<file path="config.mk">
export PLATFORM = sky130hd
export DESIGN_NAME = quantum_scheduler
export DESIGN_NICKNAME = d
export VERILOG_FILES = /design/src/rtl/sched_pkg.sv /design/src/rtl/rr_pick.sv /design/src/rtl/quantum_scheduler.sv
export SDC_FILE = /design/constraint.sdc
export NUM_CORES = 1
export LEC_CHECK = 0
export CELL_PAD_IN_SITES_DETAIL_PLACEMENT = 1
export CELL_PAD_IN_SITES_GLOBAL_PLACEMENT = 2
export CORE_ASPECT_RATIO = 0.5
export CORE_UTILIZATION = 41
export CTS_CLUSTER_SIZE = 10
export DETAILED_ROUTE_END_ITERATION = 8
export PLACE_DENSITY = 0.84
export SETUP_SLACK_MARGIN = 0.1
export SYNTH_ARGS = -nofsm -noshare
export SYNTH_HDL_FRONTEND = slang
export SYNTH_SLANG_ARGS = --single-unit
</file>
<file path="constraint.sdc">
create_clock -name clock -period 11.3 [get_ports clock]
set_input_delay 2.26 -clock clock [delete_from_list [all_inputs] [get_ports clock]]
set_output_delay 2.26 -clock clock [all_outputs]
set_load 0.1 [all_outputs]
</file>
<file path="src/rtl/sched_pkg.sv">
// Shared types for the quantum scheduler and its round-robin picker.
//   NUM_PROCS_DEFAULT : default number of process slots
//   pid_t             : process-id type at the default slot count
//   sched_state_e     : scheduler FSM states
package sched_pkg;

  localparam int unsigned NUM_PROCS_DEFAULT = 4;

  typedef logic [$clog2(NUM_PROCS_DEFAULT)-1:0] pid_t;

  typedef enum logic [2:0] {
    StIdle,
    StRun,
    StSave,
    StSelect,
    StDispatch
  } sched_state_e;

endpackage

</file>
<file path="src/rtl/rr_pick.sv">
// Combinational round-robin priority finder.
//   ready : request/ready vector, one bit per slot
//   start : slot with highest priority; priority decreases with wrap-around
//   found : at least one ready bit set
//   pid   : first ready slot at or after start
module rr_pick
  import sched_pkg::*;
#(
  parameter int unsigned N = NUM_PROCS_DEFAULT,
  parameter int unsigned W = $clog2(N)
) (
  input  logic [N-1:0] ready,
  input  logic [W-1:0] start,
  output logic         found,
  output logic [W-1:0] pid
);

  logic [W-1:0] idx;

  // Walk from the farthest offset down to start so the nearest ready slot wins.
  // N is a power of two, so the W-bit add wraps modulo N for free.
  always_comb begin
    found = 1'b0;
    pid   = '0;
    idx   = '0;
    for (int i = N - 1; i >= 0; i--) begin
      idx = start + W'(i);
      if (ready[idx]) begin
        found = 1'b1;
        pid   = idx;
      end
    end
  end

endmodule

</file>
<file path="src/rtl/quantum_scheduler.sv">
// Round-robin process scheduler driven by the quantum timer interrupt.
//   clock, reset  : system clock, synchronous active-high reset
//   timer_tick    : quantum expiry pulse (honoured only in RUN)
//   cur_pc        : PC of the running process, captured in SAVE
//   create_*      : mark a slot ready with a start PC
//   kill_*        : mark a slot not ready (wins over a same-pid create)
//   stall         : freeze fetch while switching or idle
//   load_pc       : one-cycle strobe, fetch loads next_pc
//   next_pc       : PC to load
//   cur_pid       : running process id
//   timer_reset   : one-cycle timer restart pulse
//   timer_stop    : holds the timer off while idle
//   idle          : no process running
module quantum_scheduler
  import sched_pkg::*;
#(
  parameter  int unsigned NUM_PROCS = NUM_PROCS_DEFAULT,
  parameter  int unsigned PC_W      = 32,
  localparam int unsigned PID_W     = $clog2(NUM_PROCS)
) (
  input  logic             clock,
  input  logic             reset,
  input  logic             timer_tick,
  input  logic [PC_W-1:0]  cur_pc,
  input  logic             create_valid,
  input  logic [PID_W-1:0] create_pid,
  input  logic [PC_W-1:0]  create_pc,
  input  logic             kill_valid,
  input  logic [PID_W-1:0] kill_pid,
  output logic             stall,
  output logic             load_pc,
  output logic [PC_W-1:0]  next_pc,
  output logic [PID_W-1:0] cur_pid,
  output logic             timer_reset,
  output logic             timer_stop,
  output logic             idle
);

  sched_state_e state_q, state_d;

  logic [NUM_PROCS-1:0] ready_q, ready_d;
  logic [PC_W-1:0]      pc_table_q [NUM_PROCS];
  logic [PID_W-1:0]     cur_pid_q, sel_pid_q;
  logic                 from_idle_q, from_idle_d;

  logic            stall_q, stall_d;
  logic            load_pc_q, load_pc_d;
  logic [PC_W-1:0] next_pc_q, next_pc_d;
  logic            timer_reset_q, timer_reset_d;
  logic            timer_stop_q, timer_stop_d;
  logic            idle_q, idle_d;

  logic             create_ok, kill_cur;
  logic [PID_W-1:0] pick_start, pick_pid;
  logic             pick_found;

  // A create is dropped if the slot is already ready or killed in the same cycle.
  assign create_ok = create_valid && !ready_q[create_pid] &&
                     !(kill_valid && (kill_pid == create_pid));
  assign kill_cur  = kill_valid && (kill_pid == cur_pid_q);

  always_comb begin
    ready_d = ready_q;
    if (create_ok)  ready_d[create_pid] = 1'b1;
    if (kill_valid) ready_d[kill_pid]   = 1'b0;
  end

  // Leaving IDLE searches from slot 0; otherwise cur_pid is considered last.
  assign pick_start = from_idle_q ? '0 : cur_pid_q + 1'b1;

  rr_pick #(
    .N (NUM_PROCS),
    .W (PID_W)
  ) u_rr_pick (
    .ready (ready_q),
    .start (pick_start),
    .found (pick_found),
    .pid   (pick_pid)
  );

  // State register, including the registered outputs.
  always_ff @(posedge clock) begin
    if (reset) begin
      state_q       <= StIdle;
      ready_q       <= '0;
      cur_pid_q     <= '0;
      sel_pid_q     <= '0;
      from_idle_q   <= 1'b0;
      stall_q       <= 1'b0;
      load_pc_q     <= 1'b0;
      next_pc_q     <= '0;
      timer_reset_q <= 1'b0;
      timer_stop_q  <= 1'b1;
      idle_q        <= 1'b1;
    end else begin
      state_q       <= state_d;
      ready_q       <= ready_d;
      from_idle_q   <= from_idle_d;
      if (state_q == StSelect)   sel_pid_q <= pick_pid;
      if (state_q == StDispatch) cur_pid_q <= sel_pid_q;
      stall_q       <= stall_d;
      load_pc_q     <= load_pc_d;
      next_pc_q     <= next_pc_d;
      timer_reset_q <= timer_reset_d;
      timer_stop_q  <= timer_stop_d;
      idle_q        <= idle_d;
    end
  end

  always_ff @(posedge clock) begin
    if (reset) begin
      for (int i = 0; i < NUM_PROCS; i++) pc_table_q[i] <= '0;
    end else begin
      if (state_q == StSave) pc_table_q[cur_pid_q] <= cur_pc;
      if (create_ok)         pc_table_q[create_pid] <= create_pc;
    end
  end

  // Next-state logic.
  always_comb begin
    state_d     = state_q;
    from_idle_d = (state_q == StIdle);
    unique case (state_q)
      StIdle: begin
        if (|ready_q) state_d = StSelect;
      end
      StRun: begin
        // A slot killed during DISPATCH is no longer ready here; treat it as a kill.
        if (kill_cur || !ready_q[cur_pid_q]) state_d = StSelect;
        else if (timer_tick)                 state_d = StSave;
      end
      StSave:     state_d = StSelect;
      StSelect:   state_d = pick_found ? StDispatch : StIdle;
      StDispatch: state_d = StRun;
      default:    state_d = StIdle;
    endcase
  end

  // Output logic, computed for the state being entered so outputs align with it.
  always_comb begin
    stall_d       = 1'b1;
    load_pc_d     = 1'b0;
    next_pc_d     = next_pc_q;
    timer_reset_d = 1'b0;
    timer_stop_d  = 1'b0;
    idle_d        = 1'b0;
    unique case (state_d)
      StIdle: begin
        timer_stop_d = 1'b1;
        idle_d       = 1'b1;
      end
      StRun: stall_d = 1'b0;
      StDispatch: begin
        load_pc_d     = 1'b1;
        timer_reset_d = 1'b1;
        next_pc_d     = pc_table_q[pick_pid];
      end
      default: ;
    endcase
  end

  assign stall       = stall_q;
  assign load_pc     = load_pc_q;
  assign next_pc     = next_pc_q;
  assign cur_pid     = cur_pid_q;
  assign timer_reset = timer_reset_q;
  assign timer_stop  = timer_stop_q;
  assign idle        = idle_q;

endmodule

</file>
==> After elaboration in Yosys (flattened, before gate mapping) <==
Memory sizes are Yosys's and may differ from the RTL's. A register that Yosys moved wholly into a read port is not among the register bits.
Index checks and enable logic that the tools add are counted.
{ "word_totals": {"regBits": 15, "latchBits": 0, "ramBits": 128, "romBits": 0, "out_inout_bits": 39, "elab_cells": 97, "memories": 1} }
{ "op_classes": {"n_addsub": 4, "multipliers": 0, "div_mod_pow": 0, "order_cmp": 9, "n_eq_ne": 8, "shift": 0, "mux": 49, "bitwise": 3, "n_reduce_logical": 15} }
{ "mem_list": {"columns": ["name", "depth", "word_bits", "read_ports", "rd_ports_with_merged_regs", "write_ports", "line", "text"], "rows": [
  ["pc_table_q", 4, 32, 1, 1, 4, "quantum_scheduler.sv:42", "logic [PC_W-1:0] pc_table_q [NUM_PROCS];"]
]} }
{ "op_table": {"columns": ["cell", "count"], "rows": [
  ["2-to-1 mux 32 bit", 2],
  ["OR reduction 32 bit", 2],
  ["2-to-1 mux 1 bit", 25],
  ["less-than comparator 2 x 3 -> 1 bit, second input constant", 7],
  ["case mux 3 bit (5 select lines)", 1],
  ["2-to-1 mux 2 bit", 7],
  ["binary-select mux 1 bit (select 2 bit)", 6],
  ["2-to-1 mux 3 bit", 4],
  ["2-to-1 mux 4 bit", 2],
  ["equality test 3 x 1 -> 1 bit, second input constant", 2],
  ["equality test 3 x 2 -> 1 bit, second input constant", 2],
  ["equality test 3 bit, second input constant", 2],
  ["logical AND 1 bit", 6],
  ["logical NOT 3 bit", 2],
  ["adder 2 x 1 -> 2 bit, second input constant", 2],
  ["adder 2 bit, second input constant", 2],
  ["AND 4 bit", 1],
  ["demux 1 bit (select 2 bit)", 2],
  ["equality test 2 bit", 2],
  ["greater-or-equal comparator 2 x 1 -> 1 bit, second input constant", 2],
  ["inverter 4 bit", 1],
  ["bitwise OR 4 bit", 1],
  ["OR reduction 4 bit", 1],
  ["logical NOT 1 bit", 3],
  ["logical OR 1 bit", 1]
]} }

==> Logic depth before layout (Yosys ltp) <==
Gate-level depths: netlist of run 1.
{ "depth": {"word_depth": 13, "mapped_depth": 10} }

==> Cells and area by module <==
Synthesis of run 1 repeated with hierarchy kept, for this count alone.
{ "unflattened": {"cells_unflattened": 852, "area_unflattened_um2": 8557.0} }
{ "by_module_without_submodules": {"columns": ["module", "instances", "cells_per_inst", "area_each_um2", "seq_area_each_um2"], "rows": [
  ["quantum_scheduler", 1, 839, 8479.4, 4784.6],
  ["rr_pick", 1, 13, 77.6, 0.0]
]} }

==> Worst setup path after synthesis of run 1 <==
Ideal clock, no wire load.
{ "synth_path": {"path_type": "input to register", "from": "input port reset", "to": "memory pc_table_q[0][0], enable pin", "setup_ns": 0.470, "arrival_ns": 5.205, "t_required_ns": 10.830, "setup_slack_ns": 5.625, "cell_stages": 4, "cell_sequence": "clkbuf_1 > nor2_1 > nand3b_1 > o31ai_1"} }
{ "synth_rtl": {"columns": ["item", "line", "text"], "rows": [
  ["from (decl)", "quantum_scheduler.sv:22", "input logic reset,"],
  ["to (decl)", "quantum_scheduler.sv:42", null]
]} }

==> results.cfg, run 1 <==
[outcome]
outcome = finished, final reports clean

[yosys]
netlist.area_leader.share = 0.474
synth_edf_count = 128
synth_area_leaders = edfxtp_1, a22o_1, mux2i_1
synth_top_cell_by_area = edfxtp_1
synth_most_common_cell = a22o_1
ys_ff_latch = 175
synth_nets = 676
yosys_warnings = 0
async_flop_share = 0
synth_common_cells = a22o_1, edfxtp_1, mux2i_1
synth_ff_type = edfxtp_1
syn-cell-area_sq_um = 8110
syn-mean-instance-area_sq_um = 13.4
synth-seq-area-share = 0.590
netlist_instances = 603
ys_types = 42

[die]
rows = 35
initial_core_util = 0.429
dieArea_sq_um = 20400
die_w_um = 201
coreArea_sq_um = 18900
die_y_um = 101
pin_count = 112

[routing]
vias_per_cell = 5.90
vias = 5638
drc_errors = 0
ant_nets = 0
initialDrtViolationCount = 335
wl_per_cell_um = 23.3
drt_wl_total_um = 22200
firstDrtPassIters = 5

[finish]
nets = 756
diodes = 0
drive_above_1_share = 0.0776
final_util = 0.529
area_delta_synth_final_pct = 23.2

[cts]
clkLatencyLatePin_ns = 0.43
cts_resized = 0
cts_setup_buffers = 0
cts_sinks = 175
path_clk_slew_ns = 0.07
cts-root-buf = clkbuf_16
htree_levels = 4
numCtsBuffers = 17
cts_tree = done
max-clock-path-buffers = 2
hold_buffers = 0

[timing]
post-route-period-util = 0.446
hold_viol = 0
holdWs_ns = 0.461
max-slew-margin-rel = 0.287
rsz0062_at_grt = false
maxSlewViolCount = 0
fmax_mhz = 198
setup_viol = 0
period_needed_ns = 5.04
skew_ns = 0.00822
worst_pin_slew_ns = 1.07
timing.setup.tns_ns = 0

[placed_design]
dp_hpwl_um = 12600
gp_congestion = 0.765
port_buffers = 111

[setup_path]
path_cells = clkdlybuf4s50_1 > inv_1 > and2_2 > nor2b_4 > a22o_1
rrSetupSlack_ns = 7.78
startpoint_type = input port
cp.required_ns = 11.59
crit_path_end_kind = flip-flop
cp_slowest_cell = clkdlybuf4s50_1
cp.arrival_ns = 5.33
critical_path_class = in2reg
r2r_start = cur_pid[1]$_SDFFE_PP0N_
critical_path.max_fanout = 33
cpPeakStageDelay_ns = 1.02
r2r_end = next_pc[11]$_SDFFE_PP0N_
r2r_cells = 8

[pwr]
power_density_nw_per_um2 = 158
leakage_nw = 3.51
ir_drop_mv = 0.0931

[grt]
grt_antenna_before_repair = 0
grt_pass1_wl_um = 33900
grt_overflow = 0
grt_max_degree = 38
grt_usage = 0.222
grt_pass1_vias = 5885

[worst_hold_path]
holdPathStages = 2
holdPathEnd = sel_pid_q[0]$_SDFFE_PP0N_
hp-class = reg2reg
hp-start = sel_pid_q[0]$_SDFFE_PP0N_

[run]
drv_cap = 0
-- registers in the layout, indices dropped and copies added (netlist names) --
register,flops
cur_pid,2
from_idle_q,1
idle,1
next_pc,32
pc_table_q,128
ready_q,4
sel_pid_q,2
stall,1
state_q,3
timer_reset,1
-- metal layers --
layer  GRT usage  up-vias  part of all wire  wire, um
met5           0        -                 0         0
met4      0.0699        0             0.014       315
met3      0.0486       27             0.043       953
met2       0.374      141              0.48     10700
met1       0.291     2914              0.46     10300
li1            -     2556                 -         -
-- how the worst max path moves through the flow --
stage	slack, ns	start	to
6_report	6.26	reset	pc_table_q[2][17]$_DFFE_PP_
5_1_grt	6.12	reset	pc_table_q[1][4]$_DFFE_PP_
4_1_cts	6.31	reset	pc_table_q[2][17]$_DFFE_PP_
3_5_place_dp	5.87	reset	pc_table_q[2][17]$_DFFE_PP_
3_3_place_gp	5.91	reset	pc_table_q[2][9]$_DFFE_PP_
2_1_floorplan	5.62	reset	pc_table_q[0][0]$_DFFE_PP_
-- layout make-up --
class / instances / area [sq um]
Multi-Input combinational cell: 364 / 3100
Fill cell: 1896 / 8890
Clock buffer: 21 / 472
Timing Repair Buffer: 119 / 1170
Tap cell: 259 / 324
Clock inverter: 11 / 106
Sequential cell: 175 / 4780
Inverter: 6 / 22.5
-- per-stage QoR --
stage,total power [mW],setup slack (ns),instances,instance area (sq um)
floorplan,0.919,5.62,603,8110
CTS,1.59,6.31,955,9980
global placement,1.00,5.91,923,9410
finish,1.58,6.26,955,9980
global route,1.63,6.12,955,9980
detailed placement,1.01,5.87,923,9410
-- critical path: cells and delay by family --
kind / cells / cell delay, ns
buf+inv: 2 / 1.31
simple gates: 2 / 1.47
compound gates: 1 / 0.26
-- cells in the final DEF, fill, tap and decap left out, types with 3 or more instances in the layout --
| master | count |
|---|---|
| a22o_1 | 160 |
| edfxtp_1 | 128 |
| clkdlybuf4s50_1 | 111 |
| mux2i_1 | 101 |
| dfxtp_1 | 47 |
| nor2_1 | 25 |
| clkbuf_16 | 18 |
| nand2_1 | 10 |
| nor3_1 | 9 |
| buf_4 | 8 |
| a21oi_1 | 7 |
| inv_1 | 6 |
| nor2b_1 | 6 |
| o21ai_0 | 4 |
| nand2b_1 | 3 |
| clkinvlp_4 | 3 |
| clkinv_4 | 3 |
-- logic make-up (layout without fill, tap and decap cells) --
logic type,after synthesis,in the layout,share of synthesized area
mux,102,102,0.127
compound gates,182,182,0.192
buf+inv,64,157,0.0381
flops,175,175,0.590
simple gates,77,77,0.0488
xor+xnor,3,3,0.00324
-- report_power, final --
group	total [mW]	internal [mW]	leakage, nW	switching (mW)
registers	0.761	0.739	1.72	0.0213
clock network	0.584	0.325	0.275	0.259
logic	0.236	0.0907	1.51	0.145
total	1.58	1.15	3.51	0.425
No activity file was read; power rests on OpenSTA's default activity.
==> inputs of run 2 (changes only) <==
- CORE_UTILIZATION: 41 -> 34
- PLACE_DENSITY: 0.84 -> 0.74
- clock period: 11.3 -> 4.31 ns (I/O delays scaled with it)
==> results.cfg, run 2 (same netlist as run 1, synthesis figures left out) <==
[pwr]
power.total_mw = 4.13
power_density_nw_per_um2 = 408
power_frac_seq = 0.482
switchingPower_mw = 1.16
p_int_mw = 2.97
switching_share = 0.281
ir_drop_mv = 0.247
clkPwrFrac = 0.366
p_comb_frac = 0.152
leakage_nw = 3.55

[cts]
cts_resized = 0
htree_levels = 4
cts_sinks = 175
cts_tree = done
max-clock-path-buffers = 2
cts-root-buf = clkbuf_16
hold_buffers = 0
path_clk_slew_ns = 0.07
cts_setup_buffers = 0
numCtsBuffers = 17
clkLatencyLatePin_ns = 0.42

[finish]
mostFrequentLayoutCell = a22o_1
drive_above_1_share = 0.0870
top_register = pc_table_q
largest_reg_flops = 128
final_area_sq_um = 10100
area_delta_synth_final_pct = 24.7
final_cell_mix = a22o_1, edfxtp_1, clkdlybuf4s50_1, mux2i_1, dfxtp_1
nets = 761
multi_input_area_sq_um = 3100
seqCellArea_sq_um = 4780
fillCellCount = 2352
final_util = 0.438
diodes = 0

[timing]
maxSlewViolCount = 0
timing.setup.tns_ns = 0
worst_pin_slew_ns = 1.08
fmax_mhz = 299
hold_viol = 0
setup_viol = 0
post-route-period-util = 0.775
max-slew-margin-rel = 0.283
skew_ns = 0.0147
period_needed_ns = 3.34
rsz0062_at_grt = false

[routing]
drt_wl_total_um = 22500
vias_per_cell = 5.48
ant_nets = 0
firstDrtPassIters = 9
initialDrtViolationCount = 248
drc_errors = 5
vias = 5522
wl_per_cell_um = 22.3

[setup_path]
cpPeakStageDelay_ns = 1.27
crit_path_end_kind = output pin
critical_path_class = reg2out
cp.arrival_ns = 2.48
path_delay_family = buffers and inverters
crit_buf_inv = 1
startpoint_type = flip-flop
cp_slowest_cell = clkdlybuf4s50_1
critical_path.max_fanout = 18
cp.required_ns = 3.45
path_cells = clkdlybuf4s50_1

[outcome]
outcome = complete, but fails checks
violations = design-rule violations

[grt]
grt_pass1_wl_um = 34900
grtUsageMet3 = 0.0321
grt_overflow = 0
grt_antenna_before_repair = 0
grt_pass1_vias = 5874
grt_max_degree = 66
grt_use_met1 = 0.262
grtUsageMet2 = 0.311
busiest_layer = met2
grt_usage = 0.189

[die]
initial_core_util = 0.351
coreArea_sq_um = 23100
die_y_um = 111
dieArea_sq_um = 24500
die_w_um = 220
pin_count = 112
rows = 39

[placed_design]
port_buffers = 111
dp_hpwl_um = 13800
gp_congestion = 0.725
placed_area_sq_um = 9530

[worst_hold_path]
hp-class = reg2reg

[run]
drv_cap = 0
-- run 2: layout make-up --
class,instances,area share
clock inverters,14,0.0142
repair buffers,124,0.122
flip-flops and latches,175,0.473
clock buffers,18,0.0434
multi-input cells,364,0.307
inverters,6,0.00223
well taps,307,0.0380
-- run 2: path summary, 6_finish.rpt --
| check | start | depth (start not counted) | endpoint | slack (ns) |
|---|---|---|---|---|
| hold reg to reg | sel_pid_q[0]$_SDFFE_PP0N_ | 2 | sel_pid_q[0]$_SDFFE_PP0N_ | 0.48 |
| setup / recovery | cur_pid[0]$_SDFFE_PP0N_ | 1 | cur_pid[0] | 0.97 |
| hold / removal | sel_pid_q[0]$_SDFFE_PP0N_ | 2 | sel_pid_q[0]$_SDFFE_PP0N_ | 0.48 |
| setup reg to reg | cur_pid[0]$_SDFFE_PP0N_ | 7 | next_pc[28]$_SDFFE_PP0N_ | 1.05 |
-- run 2: metrics by stage --
step	std cells	hold WS (ns)	setup slack [ns]
after global placement	976	0.443	0.798
after CTS	1008	0.479	0.923
final	1008	0.478	0.968
after floorplan	603	0.436	1.02
after detailed placement	976	0.453	0.713
after global routing	1008	0.498	0.840
-- run 2: power groups by stage --
stage	Combinational, mW	Clock (mW)	Sequential, mW
after floorplan	0.349	0	2.06
after global placement	0.622	0	2.02
after detailed placement	0.630	0	2.03
after CTS	0.634	1.54	1.99
after global routing	0.671	1.60	2.01
final	0.626	1.51	1.99
-- run 2: metal layers --
layer  part of all wire  vias up
met4             0.0020        0
met1               0.46     2844
met3              0.043        2
met5                  0        -
li1                   -     2570
met2               0.49      106
